[src/rtl/serial_add_pkg.sv]
// Shared types for the bit-serial adder/subtractor.
package serial_add_pkg;

   typedef enum logic [1:0] {
      IDLE = 2'b00,
      RUN  = 2'b01,
      DONE = 2'b10
   } state_t;

endpackage

[src/rtl/serial_add_fa_cell.sv]
// Combinational full adder built from two half-adder stages and an OR.
module fa_cell (
   input  logic a,
   input  logic b,
   input  logic cin,
   output logic s,
   output logic cout
);

   logic p;
   logic g_ab;
   logic g_pc;

   assign p    = a ^ b;
   assign g_ab = a & b;
   assign s    = p ^ cin;
   assign g_pc = p & cin;
   assign cout = g_ab | g_pc;

endmodule

[src/rtl/serial_add.sv]
// Bit-serial adder/subtractor: one full-adder cell, LSB first, start/busy/done handshake.
//
// state | meaning
// IDLE  | waiting for start
// RUN   | one result bit per clock, WIDTH clocks
// DONE  | one-cycle done pulse, outputs freshly loaded; start here chains the next operation
module serial_add
   import serial_add_pkg::*;
#(
   parameter int WIDTH = 8
) (
   input  logic             clk,
   input  logic             rst_n,
   input  logic             start,
   input  logic             sub,
   input  logic [WIDTH-1:0] a,
   input  logic [WIDTH-1:0] b,
   input  logic             cin,
   output logic             busy,
   output logic             done,
   output logic [WIDTH-1:0] s,
   output logic             cout,
   output logic             ovf
);

   localparam int CNT_W = $clog2(WIDTH);

   state_t             state_q;
   state_t             state_d;
   logic [WIDTH-1:0]   op_a_q;
   logic [WIDTH-1:0]   op_b_q;
   logic [WIDTH-2:0]   sum_q;
   logic [WIDTH-1:0]   sum_next;
   logic               carry_q;
   logic [CNT_W-1:0]   cnt_q;
   logic [WIDTH-1:0]   s_q;
   logic               cout_q;
   logic               ovf_q;
   logic               fa_s;
   logic               fa_cout;
   logic               load;
   logic               last;
   logic               c_msb;

   fa_cell u_fa (
      .a    (op_a_q[0]),
      .b    (op_b_q[0]),
      .cin  (carry_q),
      .s    (fa_s),
      .cout (fa_cout)
   );

   assign load     = start && ((state_q == IDLE) || (state_q == DONE));
   assign last     = (state_q == RUN) && (cnt_q == CNT_W'(WIDTH - 1));
   assign sum_next = {fa_s, sum_q};
   // On the last bit the carry register holds the carry into the MSB.
   assign c_msb    = carry_q;

   always_ff @(posedge clk or negedge rst_n) begin
      if (!rst_n) begin
         state_q <= IDLE;
      end else begin
         state_q <= state_d;
      end
   end

   always_comb begin
      state_d = state_q;
      case (state_q)
         IDLE:    if (start) state_d = RUN;
         RUN:     if (last)  state_d = DONE;
         DONE:    state_d = start ? RUN : IDLE;
         default: state_d = IDLE;
      endcase
   end

   always_ff @(posedge clk or negedge rst_n) begin
      if (!rst_n) begin
         op_a_q  <= '0;
         op_b_q  <= '0;
         sum_q   <= '0;
         carry_q <= 1'b0;
         cnt_q   <= '0;
         s_q     <= '0;
         cout_q  <= 1'b0;
         ovf_q   <= 1'b0;
      end else if (load) begin
         op_a_q  <= a;
         op_b_q  <= b ^ {WIDTH{sub}};
         carry_q <= sub ? ~cin : cin;
         cnt_q   <= '0;
      end else if (state_q == RUN) begin
         op_a_q  <= op_a_q >> 1;
         op_b_q  <= op_b_q >> 1;
         sum_q   <= sum_next[WIDTH-1:1];
         carry_q <= fa_cout;
         if (last) begin
            s_q    <= sum_next;
            cout_q <= fa_cout;
            ovf_q  <= c_msb ^ fa_cout;
         end else begin
            cnt_q  <= cnt_q + 1'b1;
         end
      end
   end

   assign busy = (state_q == RUN);
   assign done = (state_q == DONE);
   assign s    = s_q;
   assign cout = cout_q;
   assign ovf  = ovf_q;

endmodule

[config.mk]
export PLATFORM = sky130hd
export DESIGN_NAME = serial_add
export DESIGN_NICKNAME = d
export VERILOG_FILES = /design/src/rtl/serial_add_pkg.sv /design/src/rtl/serial_add_fa_cell.sv /design/src/rtl/serial_add.sv
export SDC_FILE = /design/constraint.sdc
export NUM_CORES = 1
export LEC_CHECK = 0
export ABC_AREA = 1
export CORE_UTILIZATION = 30
export CTS_CLUSTER_SIZE = 20
export DETAILED_ROUTE_END_ITERATION = 12
export SLEW_MARGIN = 25
export SYNTH_ARGS = -nofsm -noshare
export SYNTH_HDL_FRONTEND = slang
export SYNTH_SLANG_ARGS = --single-unit
[constraint.sdc]
create_clock -name clk -period 2.4 [get_ports clk]
set_input_delay 0.72 -clock clk [delete_from_list [all_inputs] [get_ports clk]]
set_output_delay 0.72 -clock clk [all_outputs]
set_load 0.02 [all_outputs]
==> flow_metrics.tcl, run 1 <==
set metrics [dict create \
    wl_per_cell_um 9.856 \
    syn_nets 259 \
    nFillCells 619 \
    yosysSeqAreaShare_pct 53.24 \
    ys_ff_latch 39 \
    rsz0062_at_grt "no" \
    clkSlewWorstSetupHoldPaths_ns 0.07 \
    ctsResizeCount 0 \
    ys_warn_count 0 \
    crit_family "buffers and inverters" \
    h-tree-depth 2 \
    synthCells 235 \
    fin_nets 295 \
    worst_slack_ns 0.1363 \
    post_cts_buffers 0 \
    overflow 0 \
    path_class "flop to primary output" \
    ant_nets 0 \
    first_global_vias 1331 \
    post-route-min-period_ns 2.264 \
    die_h_um 80.17 \
    initial_core_util_pct 30.96 \
    leakagePower_nw 1.196 \
    synth_cell_type_count 18 \
    cts_buffer_depth 2 \
    via_per_inst 4.259 \
    io_pins 33 \
    async_flop_share_pct 100.0 \
    r2r_slack_ns 0.93 \
    finalHoldViolCount 0 \
    worst_hold_path_type "input pin to asynchronous set/reset pin" \
    seq_area_um2 975.9 \
    reg2reg_from "cnt_q[0]$_DFFE_PN0P_" \
    setup_viol 0 \
    hpwl_mm 2.494 \
    tightest_slew_ns 0.4837 \
    cts_hold_buf 0 \
    route.vias.total 1478 \
    multiInputGateArea_um2 699.4 \
    clkSinkCount 39 \
    cts_buffers 5 \
    tns_ns 0 \
    path_cells "inv_1 -> nor2_4 -> clkdlybuf4s50_1" \
    period_share_pct 94.32 \
    grt_start_max_net_pins 40 \
    cts_tree "built" \
    die_area_um2 6426 \
    ys.flop_type "dfrtp_1" \
    synth-edff-count 0 \
    path_max_fanout 6 \
    cts_root_buf "clkbuf_8" \
    drt_pass1_iterations 4 \
    critPathLaunchType "flop" \
    maxSlewViolCount 0 \
    gp_congestion 0.7568 \
    synth_area_um2 1833 \
    cp-end-kind "primary output" \
    clock_latency_ns 0.28 \
    drive_gt1_share_pct 6.250 \
    initialDrtViolationCount 95 \
    crit_required_ns 1.68 \
    relSlewSlack_pct 67.75 \
    r2r-end "s[6]$_DFFE_PN0P_" \
    core_area_um2 5921 \
    io_buffers 32 \
    wl_mm 3.420 \
    arrival_ns 1.54 \
    pre_cts_slack_ns 0.3203 \
    finClkSkew_ns 0.003810 \
    rows 28 \
    vdd_drop_max_mv 0.3854 \
    fmax_ghz 0.4417 \
    diodes 0 \
    drc 0 \
    slowest_delay_ns 0.63 \
    antenna_found_initial 0 \
    rr_worst_depth 5 \
    crit_path_top_delay_cell "clkdlybuf4s50_1" \
    synth.avg_cell_area_um2 7.800 \
    power_density_nw_per_um2 1120 \
    drv_cap 0 \
    grt_pass1_wl_mm 5.809 \
    grt_use_total_pct 11.79 \
    status "completed" \
    die_x_um 80.17 \
    syn_to_final_growth_pct 26.35 \
    worst-path-buf-inv 2 \
]
## synth_stat cells, types with 2 or more instances
library cell	instances	area, µm²
buf_2	6	30.03
dfrtp_1	39	975.9
ha_1	2	25.02
inv_1	29	108.9
nand2_1	110	412.9
nand2_2	2	12.51
nand3_1	10	50.05
nor2_1	3	11.26
o21ai_0	24	120.1
xnor2_1	2	17.52
## cell families (layout without fill, tap and decap cells)
family / after synthesis / after routing / share of synthesized area (%)
DFF: 39 / 39 / 53.24
AOI/OAI and AO/OA: 25 / 25 / 6.826
adders and majority gates: 3 / 3 / 2.457
and+or+nand+nor: 128 / 128 / 27.92
buffers and inverters: 38 / 75 / 8.600
xor gates and xnor gates: 2 / 2 / 0.9558
## where the power goes
| part | total [mW] | internal (mW) | switching [mW] | leakage, nW |
|---|---|---|---|---|
| clock | 0.410 | 0.204 | 0.206 | 0.0422 |
| combinational | 1.09 | 0.444 | 0.649 | 0.660 |
| sequential | 1.09 | 0.941 | 0.150 | 0.494 |
| total | 2.59 | 1.59 | 1.00 | 1.20 |
## worst max path at each step
stage / from / end / cells past startpoint
floorplan: sub / c_msb$_DFFE_PN0P_ / 6
global placement: start / op_b_q[7]$_DFFE_PN0P_ / 6
detailed placement: start / op_b_q[7]$_DFFE_PN0P_ / 6
CTS: state_q[0]$_DFFE_PN0P_ / busy / 3
global route: state_q[0]$_DFFE_PN0P_ / busy / 3
finish: state_q[0]$_DFFE_PN0P_ / busy / 3
## flip-flops by register name, summed over array words and instances (netlist names)
name	flops
c_msb	1
cnt_q	3
cout	1
op_a_q	8
op_b_q	8
ovf	1
s	8
state_q	2
sum_q	7
## placed cells by master, fill, tap and decap left out
master / count
clkbuf_8: 5
buf_2: 1
nand2_2: 2
inv_1: 29
ha_1: 2
nor2_4: 1
clkbuf_1: 2
nand2_1: 110
inv_2: 1
nand3b_1: 1
buf_4: 5
clkdlybuf4s50_1: 31
xnor2_1: 2
or2_2: 1
nand3_1: 10
clkinv_2: 1
o21ai_1: 1
dfrtp_1: 39
o21ai_0: 24
fa_1: 1
nor2_1: 3
## layout make-up
class / instances / share of cell area, %
Clock inverter: 1 / 0.2161
Timing Repair Buffer: 37 / 15.23
Sequential cell: 39 / 42.14
Multi-Input combinational cell: 158 / 30.20
Tap cell: 75 / 4.052
Clock buffer: 7 / 3.296
Inverter: 30 / 4.862
## through the flow
stage / utilization, % / hold slack [ns] / area (µm²) / power (mW) / instances
2_1_floorplan: - / 0.4244 / 1833 / 1.853 / 235
3_3_place_gp: 37.74 / 0.4594 / 2235 / 2.188 / 339
3_5_place_dp: 37.74 / 0.4589 / 2235 / 2.216 / 339
4_1_cts: 39.12 / 0.4772 / 2316 / 2.635 / 347
5_1_grt: 39.12 / 0.5033 / 2316 / 2.852 / 347
6_report: 39.12 / 0.4762 / 2316 / 2.594 / 347
## worst reg2reg max path: stages, from the launching register on
cell,delay [ns]
dfrtp_1,0.40
ha_1,0.20
ha_1,0.20
nand2_1,0.22
buf_4,0.24
o21ai_0,0.09
## routing by layer
| layer | part of all wire (%) | wire [µm] | track usage (%) | vias up |
|---|---|---|---|---|
| met4 | 0.56 | 19 | 3.750 | 0 |
| met1 | 49 | 1666 | 15.23 | 665 |
| met5 | 0 | 0 | 0 | - |
| met3 | 4.2 | 142 | 3.409 | 2 |
| met2 | 47 | 1591 | 18.89 | 30 |
| li1 | - | - | - | 781 |
Note: power is estimated with default switching activity, not from simulation.
==> inputs of run 2 (changes only) <==
Settings changed: ABC_AREA 1 to unset, SETUP_SLACK_MARGIN set to 0.5, SKIP_CTS_REPAIR_TIMING set to 1.
==> run 2 against run 1 <==
Effect of this change: count of clock-buffer cells in the layout fell by 1; non-clock buffer count rose by 1; setup slack improved by 0.38 ns; combinational power hardly changed; via count fell by 14%; synthesized cell count decreased by 27%; routed wire length is 4.7% lower; die area decreased by 5.9%; utilization rose by 1.5 points; sequential power increased by 5%; critical path type unchanged; critical endpoint unchanged.
==> flow_metrics.tcl, run 2 <==
set metrics [dict create \
    status "completed" \
    fmax_ghz 0.5299 \
    clkSlewWorstSetupHoldPaths_ns 0.07 \
    p_switching_mw 1.007 \
    yosys.area_share.adder_pct 2.616 \
    ys_warn_count 0 \
    path_cells "nand2b_1 -> inv_2 -> dlymetal6s2s_1" \
    worst_hold_path_type "input pin to asynchronous set/reset pin" \
    drt_pass1_iterations 4 \
    die_area_um2 6046 \
    drv_cap 0 \
    die_h_um 77.76 \
    synth-edff-count 0 \
    period_share_pct 78.62 \
    cts_buffers 5 \
    grt_start_max_net_pins 40 \
    pre_cts_slack_ns 0.3810 \
    path_class "flop to primary output" \
    via_per_inst 4.552 \
    die_x_um 77.76 \
    whs_ns 0.4771 \
    core_area_um2 5507 \
    synthTopCellsByCount "51 x nand2_1, 39 x dfrtp_1, 14 x nor2_1, 13 x a31oi_1" \
    yosys-top-cells-area "dfrtp_1 57%, nand2_1 11%, a31oi_1 4.7%, mux2_1 4.6%, xor2_1 4.6%" \
    power_density_nw_per_um2 1209 \
    drc 0 \
    tns_ns 0 \
    seq_power_share_pct 42.3 \
    synth_top_family_by_area "simple AND/OR/NAND/NOR gates" \
    cts_tree "built" \
    post-route-min-period_ns 1.887 \
    initialDrtViolationCount 114 \
    yosysSeqAreaShare_pct 56.69 \
    route.vias.total 1270 \
    r2r_slack_ns 0.65 \
    wl_mm 3.259 \
    synthCells 172 \
    finClkSkew_ns 0.004017 \
    worst_slack_ns 0.5130 \
    tightest_slew_ns 0.5653 \
    rsz0062_at_grt "yes" \
    muxShareOfSynthArea_pct 5.887 \
    power_frac_comb_pct 41.2 \
    crit_family "flip-flops" \
    cts_root_buf "clkbuf_8" \
    yosysTopAreaCell "dfrtp_1" \
    io_pins 33 \
    first_global_vias 1191 \
    cts_buffer_depth 2 \
    async_flop_share_pct 100.0 \
    cp-end-kind "primary output" \
    leakagePower_nw 1.174 \
    crit_path_top_delay_cell "dfrtp_1" \
    synth.avg_cell_area_um2 10.01 \
    gp_congestion 0.7097 \
    final_cell_mix "51 x nand2_1, 39 x dfrtp_1, 19 x clkdlybuf4s50_1, 14 x nor2_1, 13 x a31oi_1" \
    grt_pass1_wl_mm 5.623 \
    cell_internal_pwr_mw 1.697 \
    clock_latency_ns 0.28 \
    synth_xor_area_share_pct 5.087 \
    relSlewSlack_pct 62.20 \
    antenna_found_initial 0 \
    path_max_fanout 4 \
    overflow 0 \
    critPathLaunchType "flop" \
    synth_top_area_share_pct 56.69 \
    yosys.cell_count.top_type "nand2_1" \
    swShare_pct 37.23 \
    rows 27 \
    finalHoldViolCount 0 \
    ys.flop_type "dfrtp_1" \
    ys_ff_latch 39 \
    arrival_ns 1.17 \
    h-tree-depth 2 \
    diodes 0 \
    grt_use_total_pct 12.14 \
    clkPwrFrac_pct 16.5 \
    synth_area_um2 1722 \
    setup_viol 0 \
    hpwl_mm 2.200 \
    fin_nets 231 \
    slowest_delay_ns 0.40 \
    worst-path-buf-inv 2 \
    ant_nets 0 \
    drive_gt1_share_pct 8.213 \
    synth_cell_type_count 23 \
    maxSlewViolCount 0 \
    io_buffers 32 \
    crit_required_ns 1.68 \
    synth-compound-area-share_pct 7.776 \
    yosys.area_share.simple_pct 18.02 \
    initial_core_util_pct 31.27 \
    wl_per_cell_um 11.68 \
    vdd_drop_max_mv 0.4218 \
    clkSinkCount 39 \
    syn_to_final_growth_pct 29.94 \
    final_common_cell "nand2_1" \
    syn_nets 196 \
]
## run 2: final timing paths
check | startpoint | to | cells past startpoint
worst min-delay path | rst_n | cout$_DFFE_PN0P_ | 2
min in group clk | ovf$_DFFE_PN0P_ | ovf$_DFFE_PN0P_ | 2
worst max register to register | cnt_q[0]$_DFFE_PN0P_ | s[0]$_DFFE_PN0P_ | 4
max in group asynchronous | rst_n | state_q[0]$_DFFE_PN0P_ | 2
worst min register to register | ovf$_DFFE_PN0P_ | ovf$_DFFE_PN0P_ | 2
worst max-delay path | state_q[1]$_DFFE_PN0P_ | busy | 3
## run 2: cell type report
type / instances / area (µm²)
Tap cell: 72 / 90.09
Multi-Input combinational cell: 119 / 678.2
Sequential cell: 39 / 975.9
Timing Repair Buffer: 38 / 390.4
Clock buffer: 6 / 82.58
Fill cell: 565 / 3269
Clock inverter: 1 / 5.005
Inverter: 4 / 15.01
## run 2: cell families (layout without fill, tap and decap cells)
family,after synthesis,after routing
multiplexers,9,9
XOR/XNOR,10,10
AND/OR/NAND/NOR,76,76
AO/OA/AOI/OAI,21,21
flip-flops,39,39
buffers and inverters,14,49
adder cells (fa/ha/maj),3,3
## run 2: power groups by stage
stage	sequential, mW	clock [mW]	combinational [mW]
2_1_floorplan	1.22	0	0.696
3_3_place_gp	1.15	0	1.13
3_5_place_dp	1.16	0	1.15
4_1_cts	1.15	0.460	1.16
5_1_grt	1.19	0.487	1.26
6_report	1.14	0.447	1.11
## run 2: worst reg2reg max path, delay by kind of cell, from the launching register on
| kind | cells | cell delay, ns |
|---|---|---|
| mux | 1 | 0.40 |
| fa+ha+maj | 2 | 0.39 |
| simple gates | 1 | 0.44 |
| flops | 1 | 0.40 |
## run 2: metal layers
layer  up-vias  share of wire, %  GRT usage [%]
li1        636                 -              -
met1       602                48          16.55
met2        27                46          18.41
met3         5               4.1          2.824
met4         0               1.5          5.094
met5         -                 0              0
## run 2: stage by stage
| stage | total power [mW] | cells | util [%] | instance area, µm² |
|---|---|---|---|---|
| 6_report | 2.704 | 279 | 40.63 | 2237 |
| 2_1_floorplan | 1.911 | 172 | - | 1722 |
| 3_5_place_dp | 2.313 | 272 | 38.49 | 2120 |
| 3_3_place_gp | 2.288 | 272 | 38.49 | 2120 |
| 5_1_grt | 2.933 | 279 | 40.63 | 2237 |
| 4_1_cts | 2.767 | 279 | 40.08 | 2207 |
